### config.mk
export PLATFORM = sky130hd
export DESIGN_NAME = col_parity_sequencer
export DESIGN_NICKNAME = d
export VERILOG_FILES = /design/src/rtl/cp_pkg.sv /design/src/rtl/cp_param_counter.sv /design/src/rtl/col_parity_sequencer.sv
export SDC_FILE = /design/constraint.sdc
export NUM_CORES = 1
export LEC_CHECK = 0
export ABC_AREA = 1
export BUFFER_PORTS_ARGS = -buffer_cell sky130_fd_sc_hd__buf_2
export CELL_PAD_IN_SITES_DETAIL_PLACEMENT = 1
export CELL_PAD_IN_SITES_GLOBAL_PLACEMENT = 2
export CORE_UTILIZATION = 34
export CTS_BUF_LIST = sky130_fd_sc_hd__clkbuf_2
export DETAILED_ROUTE_END_ITERATION = 7
export GPL_ROUTABILITY_DRIVEN = 0
export GPL_TIMING_DRIVEN = 0
export PLACE_DENSITY_LB_ADDON = 0.1
export SLEW_MARGIN = 15
export SYNTH_ARGS = -nofsm -noshare
export SYNTH_HDL_FRONTEND = slang
export SYNTH_SLANG_ARGS = --single-unit
### constraint.sdc
create_clock -name clk -period 3.5 [get_ports clk]
set_input_delay 1.05 -clock clk [delete_from_list [all_inputs] [get_ports clk]]
set_output_delay 1.05 -clock clk [all_outputs]
set_load 0.01 [all_outputs]
### src/rtl/cp_pkg.sv
// Shared definitions for the column-parity sequencer: state encoding and
// the default sizing constants used by the top-level parameters.
package cp_pkg;

    typedef enum logic [3:0] {
        S_IDLE,
        S_PREP,
        S_LOAD_INIT,
        S_PAR1,
        S_PAR2,
        S_INIT,
        S_LOAD,
        S_CALC,
        S_PROC,
        S_NEXT,
        S_STAB,
        S_MAT_END,
        S_HOLD
    } state_t;

    localparam int DEF_SLICES   = 64;
    localparam int DEF_ROWS     = 5;
    localparam int DEF_EXT_DONE = 0;
    localparam int DEF_MAXMAT   = 64;

endpackage

### src/rtl/cp_param_counter.sv
// Generic up-counter with clear, load and a terminal-count flag. Clear has
// priority over load, load over increment; wrapping is left to the user,
// who can load zero when the terminal flag is seen.
module cp_param_counter #(
    parameter int WIDTH = 4,
    parameter int TERM  = 15
) (
    input  logic             clk,
    input  logic             reset_n,
    input  logic             clear,
    input  logic             load,
    input  logic [WIDTH-1:0] load_val,
    input  logic             inc,
    output logic [WIDTH-1:0] count,
    output logic             at_term
);

    assign at_term = (count == WIDTH'(TERM));

    // Count register: clear, then load, then increment.
    always_ff @(posedge clk or negedge reset_n) begin
        if (!reset_n) begin
            count <= '0;
        end else if (clear) begin
            count <= '0;
        end else if (load) begin
            count <= load_val;
        end else if (inc) begin
            count <= count + 1'b1;
        end
    end

endmodule

### src/rtl/col_parity_sequencer.sv
// Control sequencer for a column-parity datapath: walks each matrix of a
// job through load/parity/processing phases, hands completed matrices
// downstream with a held handshake and signals the end of the job.
module col_parity_sequencer
    import cp_pkg::*;
#(
    parameter int SLICES   = DEF_SLICES,
    parameter int ROWS     = DEF_ROWS,
    parameter int EXT_DONE = DEF_EXT_DONE,
    parameter int MAXMAT   = DEF_MAXMAT
) (
    input  logic                          clk,
    input  logic                          reset_n,
    input  logic                          start,
    input  logic [$clog2(MAXMAT+1)-1:0]   num_mat,
    input  logic                          done,
    input  logic                          abort,
    input  logic                          out_ack,
    output logic                          ready,
    output logic                          busy,
    output logic                          mat_done,
    output logic                          job_done,
    output logic                          ld1,
    output logic                          ld2,
    output logic                          ld3,
    output logic                          shift,
    output logic                          id_rst,
    output logic                          inc_i,
    output logic [$clog2(SLICES)-1:0]     slice_idx,
    output logic [$clog2(MAXMAT)-1:0]     mat_idx
);

    localparam int NW = $clog2(MAXMAT + 1);
    localparam int SW = $clog2(SLICES);
    localparam int MW = $clog2(MAXMAT);
    localparam int RW = $clog2(ROWS + 1);

    state_t          state;
    state_t          next_state;
    logic [NW-1:0]   num_mat_q;
    logic [RW-1:0]   row_cnt;
    logic            row_term;
    logic            slice_term;
    logic            mat_term;
    logic            in_init;
    logic            in_mat_end;
    logic            last_mat;
    logic            slice_complete;
    logic            hold_xfer;
    logic            mat_inc;

    assign in_init    = (state == S_INIT);
    assign in_mat_end = (state == S_MAT_END);

    // mat_term can only be reached on the final matrix of a full-size job,
    // so it also guards against the index ever running past MAXMAT-1.
    assign last_mat       = (NW'(mat_idx) == (num_mat_q - NW'(1))) || mat_term;
    assign slice_complete = (EXT_DONE != 0) ? done : row_term;
    assign hold_xfer      = (state == S_HOLD) && out_ack && !abort;
    assign mat_inc        = hold_xfer && !last_mat;

    assign ready    = (state == S_IDLE);
    assign busy     = (state != S_IDLE);
    assign mat_done = (state == S_HOLD);
    assign job_done = hold_xfer && last_mat;

    // Rows processed within the current slice.
    cp_param_counter #(.WIDTH(RW), .TERM(ROWS)) u_row_cnt (
        .clk      (clk),
        .reset_n  (reset_n),
        .clear    (in_init || in_mat_end),
        .load     (1'b0),
        .load_val ('0),
        .inc      (state == S_NEXT),
        .count    (row_cnt),
        .at_term  (row_term)
    );

    // Slice index, wrapped back to zero after the last slice.
    cp_param_counter #(.WIDTH(SW), .TERM(SLICES - 1)) u_slice_cnt (
        .clk      (clk),
        .reset_n  (reset_n),
        .clear    (in_init),
        .load     (in_mat_end && slice_term),
        .load_val ('0),
        .inc      (in_mat_end),
        .count    (slice_idx),
        .at_term  (slice_term)
    );

    // Matrix index within the job.
    cp_param_counter #(.WIDTH(MW), .TERM(MAXMAT - 1)) u_mat_cnt (
        .clk      (clk),
        .reset_n  (reset_n),
        .clear    (in_init),
        .load     (1'b0),
        .load_val ('0),
        .inc      (mat_inc),
        .count    (mat_idx),
        .at_term  (mat_term)
    );

    // Latch the job size when a start is accepted; a request for zero
    // matrices is run as a single matrix.
    always_ff @(posedge clk or negedge reset_n) begin
        if (!reset_n) begin
            num_mat_q <= '0;
        end else if ((state == S_IDLE) && start) begin
            num_mat_q <= (num_mat == '0) ? NW'(1) : num_mat;
        end
    end

    // State register.
    always_ff @(posedge clk or negedge reset_n) begin
        if (!reset_n) begin
            state <= S_IDLE;
        end else begin
            state <= next_state;
        end
    end

    // Next-state decode and Moore strobes; abort overrides any busy state.
    always_comb begin
        next_state = state;
        ld1        = 1'b0;
        ld2        = 1'b0;
        ld3        = 1'b0;
        shift      = 1'b0;
        id_rst     = 1'b0;
        inc_i      = 1'b0;
        case (state)
            S_IDLE:      if (start) next_state = S_PREP;
            S_PREP:      next_state = S_LOAD_INIT;
            S_LOAD_INIT: begin ld1 = 1'b1; next_state = S_PAR1; end
            S_PAR1:      begin ld2 = 1'b1; next_state = S_PAR2; end
            S_PAR2:      begin ld3 = 1'b1; next_state = S_INIT; end
            S_INIT:      begin id_rst = 1'b1; next_state = S_LOAD; end
            S_LOAD:      begin ld1 = 1'b1; next_state = S_CALC; end
            S_CALC:      begin ld2 = 1'b1; next_state = S_PROC; end
            S_PROC:      begin shift = 1'b1; next_state = S_NEXT; end
            S_NEXT:      begin ld3 = 1'b1; inc_i = 1'b1; next_state = S_STAB; end
            S_STAB:      next_state = slice_complete ? S_MAT_END : S_PROC;
            S_MAT_END:   begin ld3 = 1'b1; id_rst = 1'b1; next_state = S_HOLD; end
            S_HOLD:      if (out_ack) next_state = last_mat ? S_IDLE : S_LOAD;
            default:     next_state = S_IDLE;
        endcase
        if (abort && (state != S_IDLE)) begin
            next_state = S_IDLE;
        end
    end

endmodule

[Yosys cells after proc, flatten, opt, wreduce, memory -nomap -nowiden]
Index checks and enable logic that the tools add are counted.
Word-level totals
  output and inout port bits: 22
  bits in registers: 26
Cells by class
  add/sub/neg operators: 4
  muxes and demuxes: 20
  reductions and logical operators: 22
  equal/unequal tests: 18
Operators with widths (number)
  one-hot mux 4 bit (13 select lines): 1
  two-way mux 6 bit: 5
  == test 4 bit, second input constant: 5
  == test 4 x 3 -> 1 bit, second input constant: 4
  adder 6 x 1 -> 6 bit, second input constant: 2
  == test 6 bit, second input constant: 2
  two-way mux 4 bit: 3
  two-way mux 3 bit: 3
  == test 4 x 2 -> 1 bit, second input constant: 2
  == test 6 x 7 -> 1 bit: 1
  logical AND 1 bit: 7
  logical NOT 7 bit: 1
  two-way mux 7 bit: 1
  subtractor 7 x 1 -> 7 bit, second input constant: 1
  two-way mux 1 bit: 6
  inequality test 3 x 2 -> 1 bit, second input constant: 2
  OR reduction 2 bit: 3
  == test 4 x 1 -> 1 bit, second input constant: 1
  logical NOT 4 bit: 1
  nonzero test 2 bit: 2
  nonzero test 4 bit: 1
  adder 3 x 1 -> 3 bit, second input constant: 1
  == test 3 bit, second input constant: 1
  nonzero test 3 bit: 1
  other kinds (5): 7

[Depth between registers and ports, before layout]
Gate-level depths: netlist of run 1.
  depth after elaboration: 7
  gate-level depth with buffers: 14
  gate-level depth less buffers: 14

[By module]
From an unflattened synthesis of run 1, not the netlist that was laid out.
Second synthesis, totals
  cell total of the unflattened synthesis: 283
  area total of the unflattened synthesis: 1925.6 µm²
By module, submodules not included
  col_parity_sequencer: area an instance 922.1 µm², instances 1, cells an instance 134, sequential area each 275.3 µm²
  cp_param_counter at u_mat_cnt ...: area an instance 391.6 µm², instances 2, cells an instance 58, sequential area each 150.1 µm²
  cp_param_counter at u_row_cnt: area an instance 220.2 µm², instances 1, cells an instance 33, sequential area each 75.1 µm²

[Worst setup path after synthesis of run 1]
OpenSTA, ideal clock, no wires.
  path type: flip-flop to output port
  from: register num_mat_q[0]
  to: output job_done
  path buffers: 0
  setup slack: 1.053 ns
  cell stages (with the launch flop): 10
  required time: 2.450 ns
  data arrival time: 1.397 ns
  cell sequence: dfrtp_1 inv_2 ha_1 nand2_1 nand2_1 nor2_1 nand3_1 nor2_1 nand2_1 a21oi_1
On the way
  longest elaborated chain between the ends: 4
RTL lines
  start, declared: RTL line col_parity_sequencer.sv:40  | logic [NW-1:0] num_mat_q;
  start signal, assigned: RTL line col_parity_sequencer.sv:109  | num_mat_q <= (num_mat == '0) ? NW'(1) : num_mat;
  subtractor 7 x 1 -> 7 bit: RTL line col_parity_sequencer.sv:57  | assign last_mat = (NW'(mat_idx) == (num_mat_q - NW'(1))) || mat_term;
  == test 6 x 7 -> 1 bit: RTL line col_parity_sequencer.sv:57
  logical OR 1 bit: RTL line col_parity_sequencer.sv:57
  logical AND 1 bit: RTL line col_parity_sequencer.sv:65  | assign job_done = hold_xfer && last_mat;
  end, declared: RTL line col_parity_sequencer.sv:22  | output logic job_done,
Every way passes these cells.

[Worst setup path after layout of run 1]
Same ends and word-level chain as after synthesis.

==> flow_metrics.tcl, run 1 <==
set metrics [dict create \
    grt_antenna_before_repair 0 \
    total_power_mw 1.316 \
    num_antenna_cells 0 \
    postCtsResizedCells 0 \
    start_util 0.3633 \
    yosys_warnings 0 \
    critPathSlowestCell "dfrtp_1" \
    cts_tree "yes" \
    ys_ff_latch 26 \
    cts_max_path_buffers 2 \
    fp.dieW_um 74.21 \
    grt_max_degree 27 \
    fin_setup_tns_ps 0 \
    grt.total_usage 0.1764 \
    yosysSeqAreaShare 0.3670 \
    status "finished clean" \
    clk_pin_slew_ps 280 \
    cp_max_fo 5 \
    cts_setup_buffers 0 \
    syn_nets 257 \
    power.leakage_nw 1.124 \
    final_common_cell "nand2_1" \
    seq_power_share 0.364 \
    worstMarginPinSlew_ps 612.6 \
    cp_data_arrival_time_ps 2040 \
    p_clk_frac 0.149 \
    cp_slowest_stage_delay_ps 470 \
    synthesis.instances 239 \
    route.detailed.drc 0 \
    drtIter0Drc 51 \
    synthTopCellsByArea "dfrtp_1 37%, nand2_1 13%, nor2_1 6.6%" \
    ctsHtreeMaxLevel 1 \
    postSynthAreaPerCell_um2 7.418 \
    overflow 0 \
    synth_top_cell_by_area "dfrtp_1" \
    holdBufCountCts 0 \
    crit_path_start_kind "flip-flop" \
    synth_cell_type_count 41 \
    synth.top_cell.area_share 0.3670 \
    root_buffer "clkbuf_2" \
    setup_viol_count_final 0 \
    vdd_drop_max_uv 222.1 \
    path_cells "inv_2 > ha_1 > nand2_1 > nand2_1 > nand2_1 > nand2_1 > nand2_1 > nor2_1 > nand2_1 > a21oi_1 > buf_2" \
    dp_hpwl_um 3416 \
    final_net_count 295 \
    drive_above_1_share 0.2536 \
    cts.sinks 26 \
    power_frac_comb 0.487 \
    power_density_nw_per_um2 636.9 \
    core_um2 4880 \
    viasPerCell 4.685 \
    period_needed_ps 3092 \
    drt-total-wl_um 4250 \
    finClkSkew_ps 16.06 \
    dieArea_um2 5507 \
    die_h_um 74.21 \
    max_freq_mhz 323.4 \
    cpMostUsedCell "nand2_1" \
    switching_power_mw 0.5966 \
    grt_pass1_vias 1575 \
    end_kind "output port" \
    rows 25 \
    maxSlewHeadroom 0.5916 \
    p_sw_frac 0.4532 \
    cts_buffers 3 \
    rsz0062_at_grt "false" \
    hold_path_class "reg2reg" \
    grt_pass1_wl_um 7534 \
    vias 1607 \
    port_buffers 33 \
    max_cap_viol_count 0 \
    worstPathRequired_ps 2450 \
    hold_viol 0 \
    finalCritPeriodShare 0.8835 \
    fillers 660 \
    dr.pass1.iters 4 \
    mostFrequentLayoutCells "61 x nand2_1, 35 x buf_2, 31 x nor2_1, 26 x dfrtp_1, 24 x inv_1" \
    io_pins 35 \
    wl_per_cell_um 12.39 \
    area_growth_pct 16.58 \
    syn-cell-area_um2 1773 \
    p_int_mw 0.7198 \
    ant_nets 0 \
    insertion_delay_ps 370 \
    slew_viol_final 0 \
    path_class "reg2out" \
]
==> worst max-delay path: cells and delay by family (launching register included) <==
family / cells / cell delay [ps]
AO/OA/AOI/OAI: 1 / 160
adder cells (fa/ha/maj): 1 / 220
buffers and inverters: 2 / 260
flip-flops: 1 / 470
AND/OR/NAND/NOR: 7 / 590
==> metal layers <==
metal | GRT usage | wire length (um)
met1 | 0.2734 | 2284
met2 | 0.2616 | 1794
met3 | 0.01762 | 144
met4 | 0.04403 | 27
met5 | 0 | 0
==> registers in the layout (all words and copies together), names as in the netlist <==
name,count
u_slice_cnt.count,6
state,4
num_mat_q,7
u_mat_cnt.count,6
u_row_cnt.count,3
==> logic make-up (layout without fill, tap and decap cells) <==
kind of cell | Yosys count | after routing | share of synthesized area
AND/OR/NAND/NOR | 136 | 136 | 0.3776
XOR/XNOR | 7 | 7 | 0.03458
buffers and inverters | 38 | 75 | 0.08610
adder cells (fa/ha/maj) | 5 | 5 | 0.03529
multiplexers | 1 | 1 | 0.006351
AO/OA/AOI/OAI | 26 | 26 | 0.09316
flip-flops | 26 | 26 | 0.3670
==> cell type report <==
| class | count | area (um^2) | share of cell area |
|---|---|---|---|
| multi-input combinational | 175 | 969.7 | 0.4691 |
| sequential | 26 | 650.6 | 0.3148 |
| timing repair buffer | 33 | 165.2 | 0.07990 |
| inverter | 36 | 142.6 | 0.06901 |
| tap | 67 | 83.83 | 0.04056 |
| clock inverter | 1 | 30.03 | 0.01453 |
| clock buffer | 3 | 15.01 | 0.007264 |
| buffer | 2 | 10.01 | 0.004843 |
==> synth_stat cells (all sizes together) <==
library cell / count
a211oi: 1
a21oi: 12
a311oi: 1
a31oi: 1
buf: 2
clkinv: 2
dfrtp: 26
ha: 5
inv: 34
mux2: 1
nand2: 65
nand3: 24
nand3b: 4
nand4: 2
nor2: 38
nor3: 1
nor3b: 1
nor4: 1
o21a: 1
o21ai: 6
o22ai: 1
o311a: 1
o31ai: 1
o32ai: 1
xnor2: 3
xor2: 4
==> power groups by stage <==
stage,logic [mW],registers [mW],clock network (mW)
finish,0.641,0.479,0.196
global route,0.746,0.500,0.215
CTS,0.656,0.482,0.205
detailed placement,0.652,0.488,0
global placement,0.644,0.487,0
floorplan,0.485,0.468,0
==> worst paths after layout <==
kind / to / cells after the start / from / slack (ps)
max: job_done / 11 / num_mat_q[0] / 410
min: u_row_cnt.count[0] / 1 / u_row_cnt.count[0] / 550
max reg2reg: u_mat_cnt.count[5] / 12 / num_mat_q[0] / 1680
min reg2reg: u_row_cnt.count[0] / 1 / u_row_cnt.count[0] / 550
max in group asynchronous: num_mat_q[5] / 1 / reset_n / 2460
min in group asynchronous: state[0] / 1 / reset_n / 630
==> through the flow <==
step	utilization	area (um^2)	hold slack, ps	std cells	setup slack [ps]
6_report	0.4236	2067	554.0	343	407.8
5_1_grt	0.4236	2067	587.4	343	113.4
4_1_cts	0.4236	2067	562.4	343	373.2
3_5_place_dp	0.4144	2022	516.7	339	848.7
3_3_place_gp	0.4144	2022	502.0	339	785.7
2_1_floorplan	-	1773	475.0	239	1053
Note: power is estimated with default switching activity, not from simulation.
==> inputs of run 2 (changes only) <==
==> constraint.sdc (replaced) <==
create_clock -name clk -period 3.5 [get_ports clk]
set_input_delay 1.05 -clock clk [delete_from_list [all_inputs] [get_ports clk]]
set_output_delay 1.05 -clock clk [all_outputs]
set_load 0.1 [all_outputs]
==> run 2 against run 1 <==
Net effect: combinational power grew 50%; cell area shrank 0.61%; wire length grew 3.1%; cell count is the same; die area is the same; clock power shrank 37%.
==> flow_metrics.tcl, run 2 (synthesized netlist as in run 1, its figures left out) <==
set metrics [dict create \
    hold_path_class "reg2reg" \
    cp_data_arrival_time_ps 2270 \
    seq_power_share 0.308 \
    p_sw_frac 0.5873 \
    wl_per_cell_um 12.78 \
    die_h_um 74.21 \
    cts.sinks 26 \
    viasPerCell 4.726 \
    p_clk_frac 0.079 \
    finalCritPeriodShare 0.9499 \
    final_net_count 295 \
    vdd_drop_max_uv 408.6 \
    fp.dieW_um 74.21 \
    power_frac_comb 0.614 \
    total_power_mw 1.568 \
    overflow 0 \
    grt_antenna_before_repair 0 \
    ff2ff_path_depth 13 \
    drt-total-wl_um 4383 \
    status "finished clean" \
    fin_setup_tns_ps 0 \
    dieArea_um2 5507 \
    area_growth_pct 15.88 \
    end_kind "output port" \
    slew_viol_final 0 \
    num_antenna_cells 0 \
    dr_wl_met3_um 103 \
    root_buffer "clkbuf_2" \
    routed.top_layer "met4" \
    top_register "num_mat_q" \
    dr.pass1.iters 4 \
    cts_buffers 3 \
    route.detailed.drc 0 \
    power_density_nw_per_um2 763.2 \
    maxSlewHeadroom 0.5774 \
    core_um2 4880 \
    vias 1621 \
    worstPathRequired_ps 2450 \
    holdBufCountCts 0 \
    largest_reg_flops 7 \
    final_common_cell "nand2_1" \
    rows 25 \
    grt_pass1_vias 1596 \
    fillers 649 \
    power.leakage_nw 1.111 \
    cp_max_fo 5 \
    drtIter0Drc 51 \
    grt.total_usage 0.1762 \
    io_pins 35 \
    switching_power_mw 0.9209 \
    rsz0062_at_grt "false" \
    setup_viol_count_final 0 \
    path_class "reg2out" \
    cts_tree "yes" \
    wl_met1_um 2408 \
    period_needed_ps 3325 \
    hold_viol 0 \
    largestRegisters "num_mat_q x7, u_mat_cnt.count x6, u_slice_cnt.count x6" \
    drive_above_1_share 0.2536 \
    port_buffers 33 \
    clk_pin_slew_ps 280 \
    grt_max_degree 27 \
    crit_path_start_kind "flip-flop" \
    dp_hpwl_um 3447 \
    ant_nets 0 \
    hold-path-cell-count 1 \
    cts_max_path_buffers 2 \
    mostFrequentLayoutCells "61 x nand2_1, 34 x buf_2, 31 x nor2_1, 26 x dfrtp_1, 24 x inv_1" \
    p_int_mw 0.6470 \
    max_cap_viol_count 0 \
    dr_wl_met2_um 1845 \
    worstMarginPinSlew_ps 634.0 \
    finClkSkew_ps 14.79 \
    insertion_delay_ps 370 \
    max_freq_mhz 300.8 \
    ctsHtreeMaxLevel 1 \
    start_util 0.3633 \
    grt_pass1_wl_um 7465 \
]
[run 2: cell count changes in the layout (fill, tap and decap cells not counted)]
cell,before,now
a21oi_1,11,10
buf_2,35,34
buf_4,0,1
clkinv_1,1,2
bufinv_16,1,0
a21oi_4,0,1
[run 2: cell type report]
class / count / area (um^2) / area share
clock inverter: 1 / 3.754 / 0.001827
timing repair buffer: 33 / 167.7 / 0.08161
inverter: 36 / 142.6 / 0.06943
multi-input combinational: 175 / 980.9 / 0.4775
tap: 67 / 83.83 / 0.04080
clock buffer: 3 / 15.01 / 0.007308
buffer: 2 / 10.01 / 0.004872
sequential: 26 / 650.6 / 0.3167
[run 2: worst max-delay path: stages, from the launching register on]
cell,delay [ps]
dfrtp_1,470
inv_2,110
ha_1,220
nand2_1,110
nand2_1,70
nand2_1,50
nand2_1,70
nand2_1,50
nor2_1,110
nand2_1,180
a21oi_4,170
buf_4,300
[run 2: final timing paths]
kind,slack (ps),startpoint,end
worst min-delay path,550,u_row_cnt.count[0],u_row_cnt.count[0]
min in group asynchronous,640,reset_n,u_slice_cnt.count[5]
worst min register to register,550,u_row_cnt.count[0],u_row_cnt.count[0]
max in group asynchronous,2440,reset_n,num_mat_q[0]
worst max-delay path,180,num_mat_q[0],job_done
worst max register to register,1620,num_mat_q[0],u_mat_cnt.count[3]
[run 2: routing by layer]
metal / GRT usage / vias up
met5: 0 / -
met4: 0.04403 / 0
met3: 0.01626 / 2
met2: 0.2606 / 25
met1: 0.2744 / 756
li1: - / 838
[run 2: repair_timing]
item | in CTS | in global routing
buffers inserted | 0 | 0
gates resized for setup | 0 | 2
endpoints found under the setup margin | 0 | 1
[run 2: power groups by stage]
stage          registers, mW  logic [mW]  clock network [mW]
2_1_floorplan          0.548       0.725                   0
3_3_place_gp           0.487       0.965                   0
3_5_place_dp           0.491       0.971                   0
4_1_cts                0.484       0.975               0.131
5_1_grt                0.499        1.06               0.139
6_report               0.482       0.962               0.123
[run 2: through the flow]
stage               area (um^2)  utilization  setup WS, ps  instances  hold slack, ps
finish                     2054       0.4210         175.2        343           553.2
floorplan                  1784            -         119.8        239           475.0
global placement           2033       0.4167         507.2        339           500.9
global route               2054       0.4210         23.28        343           595.6
detailed placement         2033       0.4167         486.4        339           515.7
CTS                        2052       0.4205         3.436        343           565.0
